**src/rtl/dma_transfer_controller_if.sv**
```systemverilog
// Bus bundle for dma_transfer_controller: command, BR/BG handshake, device line
// fetch and d_mem write port. The master modport is the DMA side; the slave side
// is the CPU, bus owner, device and memory.
interface dma_transfer_controller_if #(
  parameter int unsigned WORD_SIZE  = 16,
  parameter int unsigned LINE_WORDS = 4,
  parameter int unsigned BURSTS     = 3,
  parameter int unsigned ADDR_W     = 16
);
  localparam int unsigned LINE_W = LINE_WORDS * WORD_SIZE;
  localparam int unsigned IDX_W  = $clog2(BURSTS) + 1;

  logic              cmd;
  logic [ADDR_W-1:0] cmd_addr;
  logic              BG;
  logic              BR;
  logic [IDX_W-1:0]  ext_idx;
  logic [LINE_W-1:0] ext_data;
  logic              mem_write;
  logic [ADDR_W-1:0] mem_addr;
  logic [LINE_W-1:0] mem_data;
  logic              mem_done;
  logic              dma_end_int;
  logic              busy;

  modport master (
    input  cmd, cmd_addr, BG, ext_data, mem_done,
    output BR, ext_idx, mem_write, mem_addr, mem_data, dma_end_int, busy
  );

  modport slave (
    output cmd, cmd_addr, BG, ext_data, mem_done,
    input  BR, ext_idx, mem_write, mem_addr, mem_data, dma_end_int, busy
  );
endinterface

```
**src/rtl/dma_transfer_controller.sv**
```systemverilog
// DMA block-transfer sequencer: on a start command it requests the bus, then
// copies BURSTS device lines into d_mem at consecutive line addresses from the
// captured base, releases the bus and pulses the end interrupt.
// Optional feature macro: DMA_CYCLE_STEAL_EN -- when defined, BR is dropped for
// one cycle between lines (GAP state) so the CPU can take the bus; otherwise BR
// stays high for the whole transfer.
module dma_transfer_controller #(
  parameter int unsigned WORD_SIZE  = 16,
  parameter int unsigned LINE_WORDS = 4,
  parameter int unsigned BURSTS     = 3,
  parameter int unsigned ADDR_W     = 16
) (
  input  logic                        clk,
  input  logic                        reset_n,
  dma_transfer_controller_if.master   bus
);
  localparam int unsigned LINE_W = LINE_WORDS * WORD_SIZE;
  localparam int unsigned CNT_W  = $clog2(BURSTS) + 1;

`ifdef DMA_CYCLE_STEAL_EN
  typedef enum logic [2:0] {
    S_IDLE = 3'd0,
    S_REQ  = 3'd1,
    S_XFER = 3'd2,
    S_WAIT = 3'd3,
    S_GAP  = 3'd4,
    S_DONE = 3'd5
  } state_t;
`else
  typedef enum logic [2:0] {
    S_IDLE = 3'd0,
    S_REQ  = 3'd1,
    S_XFER = 3'd2,
    S_WAIT = 3'd3,
    S_DONE = 3'd5
  } state_t;
`endif

  state_t            state_q, state_d;
  logic [ADDR_W-1:0] base_q, base_d;
  logic [CNT_W-1:0]  cnt_q, cnt_d;
  logic              br_q, br_d;
  logic              mem_write_q, mem_write_d;
  logic [ADDR_W-1:0] mem_addr_q, mem_addr_d;
  logic [LINE_W-1:0] mem_data_q, mem_data_d;
  logic              end_q, end_d;
  logic              busy_q, busy_d;
  logic [ADDR_W-1:0] line_addr_c;
  logic              last_c;

  // Destination of the current line; wraps silently modulo 2^ADDR_W.
  always_comb begin
    line_addr_c = base_q + ADDR_W'(ADDR_W'(cnt_q) * ADDR_W'(LINE_WORDS));
    last_c      = (cnt_q == CNT_W'(BURSTS - 1));
  end

  // State and all registered outputs; reset drops BR and mem_write at once.
  always_ff @(posedge clk or negedge reset_n) begin
    if (!reset_n) begin
      state_q     <= S_IDLE;
      base_q      <= '0;
      cnt_q       <= '0;
      br_q        <= 1'b0;
      mem_write_q <= 1'b0;
      mem_addr_q  <= '0;
      mem_data_q  <= '0;
      end_q       <= 1'b0;
      busy_q      <= 1'b0;
    end else begin
      state_q     <= state_d;
      base_q      <= base_d;
      cnt_q       <= cnt_d;
      br_q        <= br_d;
      mem_write_q <= mem_write_d;
      mem_addr_q  <= mem_addr_d;
      mem_data_q  <= mem_data_d;
      end_q       <= end_d;
      busy_q      <= busy_d;
    end
  end

  // Next-state and next-output decode; end interrupt is high only in DONE.
  always_comb begin
    state_d     = state_q;
    base_d      = base_q;
    cnt_d       = cnt_q;
    br_d        = br_q;
    mem_write_d = mem_write_q;
    mem_addr_d  = mem_addr_q;
    mem_data_d  = mem_data_q;
    end_d       = 1'b0;
    busy_d      = busy_q;
    case (state_q)
      S_IDLE: begin
        if (bus.cmd) begin
          base_d  = bus.cmd_addr;
          cnt_d   = '0;
          br_d    = 1'b1;
          busy_d  = 1'b1;
          state_d = S_REQ;
        end
      end
      S_REQ: begin
        if (bus.BG) begin
          state_d = S_XFER;
        end
      end
      S_XFER: begin
        mem_data_d  = bus.ext_data;
        mem_addr_d  = line_addr_c;
        mem_write_d = 1'b1;
        state_d     = S_WAIT;
      end
      S_WAIT: begin
        if (bus.mem_done) begin
          mem_write_d = 1'b0;
          cnt_d       = cnt_q + CNT_W'(1);
          if (last_c) begin
            end_d   = 1'b1;
            state_d = S_DONE;
          end else begin
`ifdef DMA_CYCLE_STEAL_EN
            br_d    = 1'b0;
            state_d = S_GAP;
`else
            state_d = S_XFER;
`endif
          end
        end
      end
`ifdef DMA_CYCLE_STEAL_EN
      S_GAP: begin
        br_d    = 1'b1;
        state_d = S_REQ;
      end
`endif
      S_DONE: begin
        br_d    = 1'b0;
        busy_d  = 1'b0;
        state_d = S_IDLE;
      end
      default: begin
        state_d = S_IDLE;
      end
    endcase
  end

  assign bus.BR          = br_q;
  assign bus.ext_idx     = cnt_q;
  assign bus.mem_write   = mem_write_q;
  assign bus.mem_addr    = mem_addr_q;
  assign bus.mem_data    = mem_data_q;
  assign bus.dma_end_int = end_q;
  assign bus.busy        = busy_q;
endmodule

```
**src/flat_wrapper.sv**
```systemverilog
// flat-port wrapper written by rule: the top's interface ports become plain ports
module dma_transfer_controller_flat 
#(
  parameter int unsigned WORD_SIZE  = 16,
  parameter int unsigned LINE_WORDS = 4,
  parameter int unsigned BURSTS     = 3,
  parameter int unsigned ADDR_W     = 16
)
  (clk, reset_n, bus_cmd, bus_cmd_addr, bus_BG, bus_ext_data, bus_mem_done, bus_BR, bus_ext_idx, bus_mem_write, bus_mem_addr, bus_mem_data, bus_dma_end_int, bus_busy);
  dma_transfer_controller_if #(.WORD_SIZE(WORD_SIZE), .LINE_WORDS(LINE_WORDS), .BURSTS(BURSTS), .ADDR_W(ADDR_W)) bus_i ();
  input  logic clk;
  input  logic reset_n;
  input wire logic [$bits(bus_i.cmd)-1:0] bus_cmd;
  input wire logic [$bits(bus_i.cmd_addr)-1:0] bus_cmd_addr;
  input wire logic [$bits(bus_i.BG)-1:0] bus_BG;
  input wire logic [$bits(bus_i.ext_data)-1:0] bus_ext_data;
  input wire logic [$bits(bus_i.mem_done)-1:0] bus_mem_done;
  output wire logic [$bits(bus_i.BR)-1:0] bus_BR;
  output wire logic [$bits(bus_i.ext_idx)-1:0] bus_ext_idx;
  output wire logic [$bits(bus_i.mem_write)-1:0] bus_mem_write;
  output wire logic [$bits(bus_i.mem_addr)-1:0] bus_mem_addr;
  output wire logic [$bits(bus_i.mem_data)-1:0] bus_mem_data;
  output wire logic [$bits(bus_i.dma_end_int)-1:0] bus_dma_end_int;
  output wire logic [$bits(bus_i.busy)-1:0] bus_busy;
  assign bus_i.cmd = bus_cmd;
  assign bus_i.cmd_addr = bus_cmd_addr;
  assign bus_i.BG = bus_BG;
  assign bus_i.ext_data = bus_ext_data;
  assign bus_i.mem_done = bus_mem_done;
  assign bus_BR = bus_i.BR;
  assign bus_ext_idx = bus_i.ext_idx;
  assign bus_mem_write = bus_i.mem_write;
  assign bus_mem_addr = bus_i.mem_addr;
  assign bus_mem_data = bus_i.mem_data;
  assign bus_dma_end_int = bus_i.dma_end_int;
  assign bus_busy = bus_i.busy;
  dma_transfer_controller #(.WORD_SIZE(WORD_SIZE), .LINE_WORDS(LINE_WORDS), .BURSTS(BURSTS), .ADDR_W(ADDR_W)) u_core (.clk(clk), .reset_n(reset_n), .bus(bus_i));
endmodule
```
**config.mk**
```make
export PLATFORM = sky130hd
export DESIGN_NAME = dma_transfer_controller_flat
export DESIGN_NICKNAME = d
export VERILOG_FILES = /design/src/rtl/dma_transfer_controller_if.sv /design/src/rtl/dma_transfer_controller.sv /design/src/flat_wrapper.sv
export SDC_FILE = /design/constraint.sdc
export NUM_CORES = 1
export LEC_CHECK = 0
export BUFFER_PORTS_ARGS = -buffer_cell sky130_fd_sc_hd__buf_2
export CORE_ASPECT_RATIO = 0.8
export CORE_MARGIN = 10
export CORE_UTILIZATION = 44
export DETAILED_ROUTE_END_ITERATION = 6
export PLACE_DENSITY = 0.77
export SLEW_MARGIN = 0
export SYNTH_ARGS = -nofsm -noshare
export SYNTH_HDL_FRONTEND = slang
export SYNTH_SLANG_ARGS = --single-unit
```
**constraint.sdc**
```tcl
create_clock -name clk -period 1.75 [get_ports clk]
set_input_delay 0 -clock clk [delete_from_list [all_inputs] [get_ports clk]]
set_output_delay 0 -clock clk [all_outputs]
set_load 0.01 [all_outputs]
```
[Yosys cells after proc, flatten, opt, wreduce, memory -nomap -nowiden]
Index checks and enable logic that the tools add are counted.
Word-level totals
  bits of input ports: 85
  flip-flop bits (word level): 105
Cells by class
  equality and inequality tests: 8
  $add $sub $neg: 2
  mux-type cells: 15
  reduce and logical (&&, ||, !) cells: 9
Operators by type and width (number)
  3-bit two-way mux: 6
  16-bit by 5-bit adder with 16-bit output: 1
  3-bit one-hot mux with 4 select lines: 1
  3-bit by 2-bit equality test with 1-bit output (second input constant): 3
  2-bit inequality test (second input constant): 3
  3-bit one-hot mux with 2 select lines: 1
  2-bit AND reduction: 3
  3-bit AND reduction: 2
  2-bit nonzero test: 3
  1-bit two-way mux: 5
  1-bit one-hot mux with 2 select lines: 2
  3-bit by 1-bit adder with 3-bit output (second input constant): 1
  3-bit by 1-bit equality test with 1-bit output (second input constant): 1
  3-bit equality test (second input constant): 1
  3-bit logical NOT: 1

[Depth between registers and ports, before layout]
  depth after elaboration: 4
  depth in mapped cells: 8

[Worst setup path after synthesis]
Ideal clock, no wire load.
  kind: flip-flop to flip-flop
  start: register u_core.cnt_q[0] (netlist: u_core.bus.ext_idx[0])
  end: register u_core.mem_addr_q[14] (netlist: u_core.bus.mem_addr[14])
  setup time: 0.082 ns
  cell stages (with the launch flop): 8
  data required time: 1.668 ns
  slack: -0.254 ns
  data arrival time: 1.922 ns
  cells stage by stage: dfrtp_1 > ha_1 > inv_1 > fa_1 > nor2b_1 > o2111ai_1 > or3_1 > a31oi_1
Between the ends
  cells in the longest elaborated chain, start to end: 1
RTL lines
  from (decl): RTL line dma_transfer_controller.sv:41  | logic [CNT_W-1:0] cnt_q, cnt_d;
  from (signal assigned): RTL line dma_transfer_controller.sv:72  | cnt_q <= cnt_d;
  16-bit by 5-bit adder with 16-bit output: RTL line dma_transfer_controller.sv:53  | line_addr_c = base_q + ADDR_W'(ADDR_W'(cnt_q) * ADDR_W'(LINE_WORDS));
  to (signal assigned): RTL line dma_transfer_controller.sv:75  | mem_addr_q <= mem_addr_d;
  to (decl): RTL line dma_transfer_controller.sv:44  | logic [ADDR_W-1:0] mem_addr_q, mem_addr_d;
Every way passes these cells.
A chain may end at the register's enable or synchronous reset.

[Worst setup path after layout]
  start: register u_core.base_q[2]
  end: register u_core.mem_addr_q[14] (netlist: u_core.bus.mem_addr[14])
Between the ends
  cells in the longest elaborated chain, start to end: 1
RTL lines
  from (decl): RTL line dma_transfer_controller.sv:40  | logic [ADDR_W-1:0] base_q, base_d;
  from (signal assigned): RTL line dma_transfer_controller.sv:71  | base_q <= base_d;
  16-bit by 5-bit adder with 16-bit output: RTL line dma_transfer_controller.sv:53
Every way passes these cells.

==> impl_metrics.ini <==
[status]
outcome = complete, but fails checks
violations = setup timing

[route]
first_pass_iters = 4
vias_per_cell = 4.80
drc_errors = 0
num_vias = 4049
detail-route-antenna-nets = 0
avgRoutedWirePerCell_um = 15.2
drtIter0Drc = 230
wl_um = 12800

[synthesis]
yosysMostFrequentCell = nand2_1
synth-seq-cells = 105
ys.flop_type = dfrtp_1
yosysUniqueCellTypes = 34
yosysTopAreaCellShare_pct = 60.9
synth_area_per_cell_um2 = 9.54
syn-num-nets = 543
synth-edff-count = 0
synth.top_cells.by_count = nand2_1 (221), dfrtp_1 (105), o21ai_0 (18)
syn_inst = 452
ys_seq_area_share_pct = 60.9
synthTopCellsByArea = dfrtp_1 (61%), nand2_1 (19%), mux2_2 (3.4%)
synth_area_leader_cell = dfrtp_1
synthArstFlopShare_pct = 100
yosysWarnings = 0
syn-cell-area_um2 = 4310

[placement]
place_inst = 738
place_ws_ns = -0.0851
port_buffers = 171
dp_hpwl_um = 8990
place_congestion = 0.845

[critical_path]
worstPathMaxFanout = 2
arrival_ns = 2.05
start_kind = flip-flop
critPathRequiredTime_ns = 2.00
critPathCaptureType = flip-flop
path_cells = ha_4 -> inv_2 -> fa_2 -> nor2b_4 -> o2111ai_2 -> or3_1 -> a31oi_1
cpMaxStageDelayCell = dfrtp_1
cp.buffers_inverters = 1
criticalPathCategory = flip-flop to flip-flop
cpPeakStageDelay_ns = 0.40
path_delay_family = adder cells

[timing]
skew_ns = 0.00667
rsz0062_at_grt = true
hold_viol = 0
max_freq_mhz = 556
tns_ns = -0.0501
finalCritPeriodShare_pct = 103
setup_viol = 1
final_max_slew_viol_count = 0
relSlewSlack_pct = 69.0
worst_slack_ns = -0.0501
fin_crit_ns = 1.80
tightest_slew_ns = 0.464
holdWs_ns = 0.0165

[finish]
area_growth_pct = 54.3
final_core_util_pct = 69.2
num-fill-cells = 695
fin_cells = 843
drive_above_1_share_pct = 32.8
final_nets = 809

[clock_tree]
clock_latency_ns = 0.33
cts_max_level = 3
root_buffer = clkbuf_16
cts_tree = built
path_clk_slew_ns = 0.07
cts_buffer_depth = 2
cts_sinks = 105
cts_buffers = 9

[hold_path]
hp-class = input pin to flip-flop

[die]
start_util_pct = 44.9
dieArea_um2 = 14200
num_io_pins = 172
core_area_um2 = 9610
fp.dieW_um = 131
die_height_um = 109
row_count = 32

[global_route]
grt_start_max_net_pins = 75
grt_pass1_vias = 4134
antenna_found_initial = 0
grt-ovfl-total = 0
grtUsageTotal_pct = 18.1
grt_pass1_wl_um = 20700

[pwr]
irDropWorstVdd_uv = 1600
p_leak_nw = 3.51
power_per_cell_area_nw_per_um2 = 1730

[job]
maxCapViolations = 0
==> layout make-up <==
type	count	area, µm²	area share [%]
antenna	2	5.00	0.0752
sequential	105	2630	39.5
tap	119	149	2.24
timing repair buffer	279	1930	29.0
multi-input combinational	318	1600	24.1
clock buffer	10	239	3.59
inverter	5	18.8	0.282
clock inverter	5	80.1	1.20
==> sequential cells by signal, summed over array words and instances, names as in the netlist <==
| name | flops |
|---|---|
| u_core.state_q | 3 |
| u_core.bus.mem_addr | 16 |
| u_core.bus.ext_idx | 3 |
| u_core.base_q | 16 |
| u_core.bus.BR | 1 |
| u_core.bus.mem_write | 1 |
| u_core.bus.dma_end_int | 1 |
| u_core.bus.mem_data | 64 |
==> metrics by stage <==
stage	instance area (µm²)	total power, mW
floorplan	4360	7.06
global placement	5460	8.96
detailed placement	5460	9.20
CTS	6630	11.6
global route	6650	12.4
finish	6650	11.5
==> kinds of logic after synthesis <==
family	synth area share, %
xor gates and xnor gates	1.83
AOI/OAI and AO/OA	4.64
DFF	60.9
adders and majority gates	1.91
muxes	3.92
buffers and inverters	3.28
and+or+nand+nor	23.5
==> where the power goes <==
part / internal (mW) / switching (mW) / total (mW)
Sequential: 3.61 / 0.749 / 4.36
Clock: 1.28 / 0.828 / 2.11
Combinational: 2.21 / 2.80 / 5.01
==> worst min-delay path, delay by kind of cell <==
family | cells | cell delay (ns)
buf+inv | 1 | 0.11
compound gates | 2 | 0.20
==> worst paths after layout <==
kind                       slack (ns)  cells past startpoint                       to                    start
setup / recovery                -0.05                      7  u_core.bus.mem_addr[14]         u_core.base_q[2]
hold / removal                   0.02                      3            u_core.bus.BR                  bus_cmd
setup reg to reg                -0.05                      7  u_core.bus.mem_addr[14]         u_core.base_q[2]
hold reg to reg                  0.47                      2  u_core.bus.mem_data[25]  u_core.bus.mem_data[25]
max in group asynchronous        1.00                      3  u_core.bus.mem_data[62]                  reset_n
min in group asynchronous        0.18                      2  u_core.bus.mem_data[29]                  reset_n
==> routing by layer <==
| layer | track usage [%] | wire, µm |
|---|---|---|
| met4 | 7.13 | 277 |
| met3 | 5.63 | 1220 |
| met5 | 0 | 0 |
| met1 | 21.7 | 5110 |
| met2 | 29.7 | 6210 |
==> cell usage in the layout (no fill, tap or decap), types with 4 or more instances in the layout <==
master and count:
nand2_1 221, buf_2 170, dfrtp_1 102, dlygate4sd3_1 83
buf_4 22, o21ai_0 14, mux2_2 13, nor2_1 9
clkbuf_16 9, a21oi_1 6, xor2_1 6, o21ai_1 5
inv_1 4, nand4_1 4, a31oi_1 4, buf_12 4
==> repair_timing <==
item,in CTS,in global routing
hold buffers,83,0
endpoints found under the hold margin,113,0
buffers inserted,3,2
endpoints found under the setup margin,5,6
pin swaps,4,1
gates resized for setup,4,2
No activity file was read; power rests on OpenSTA's default activity.
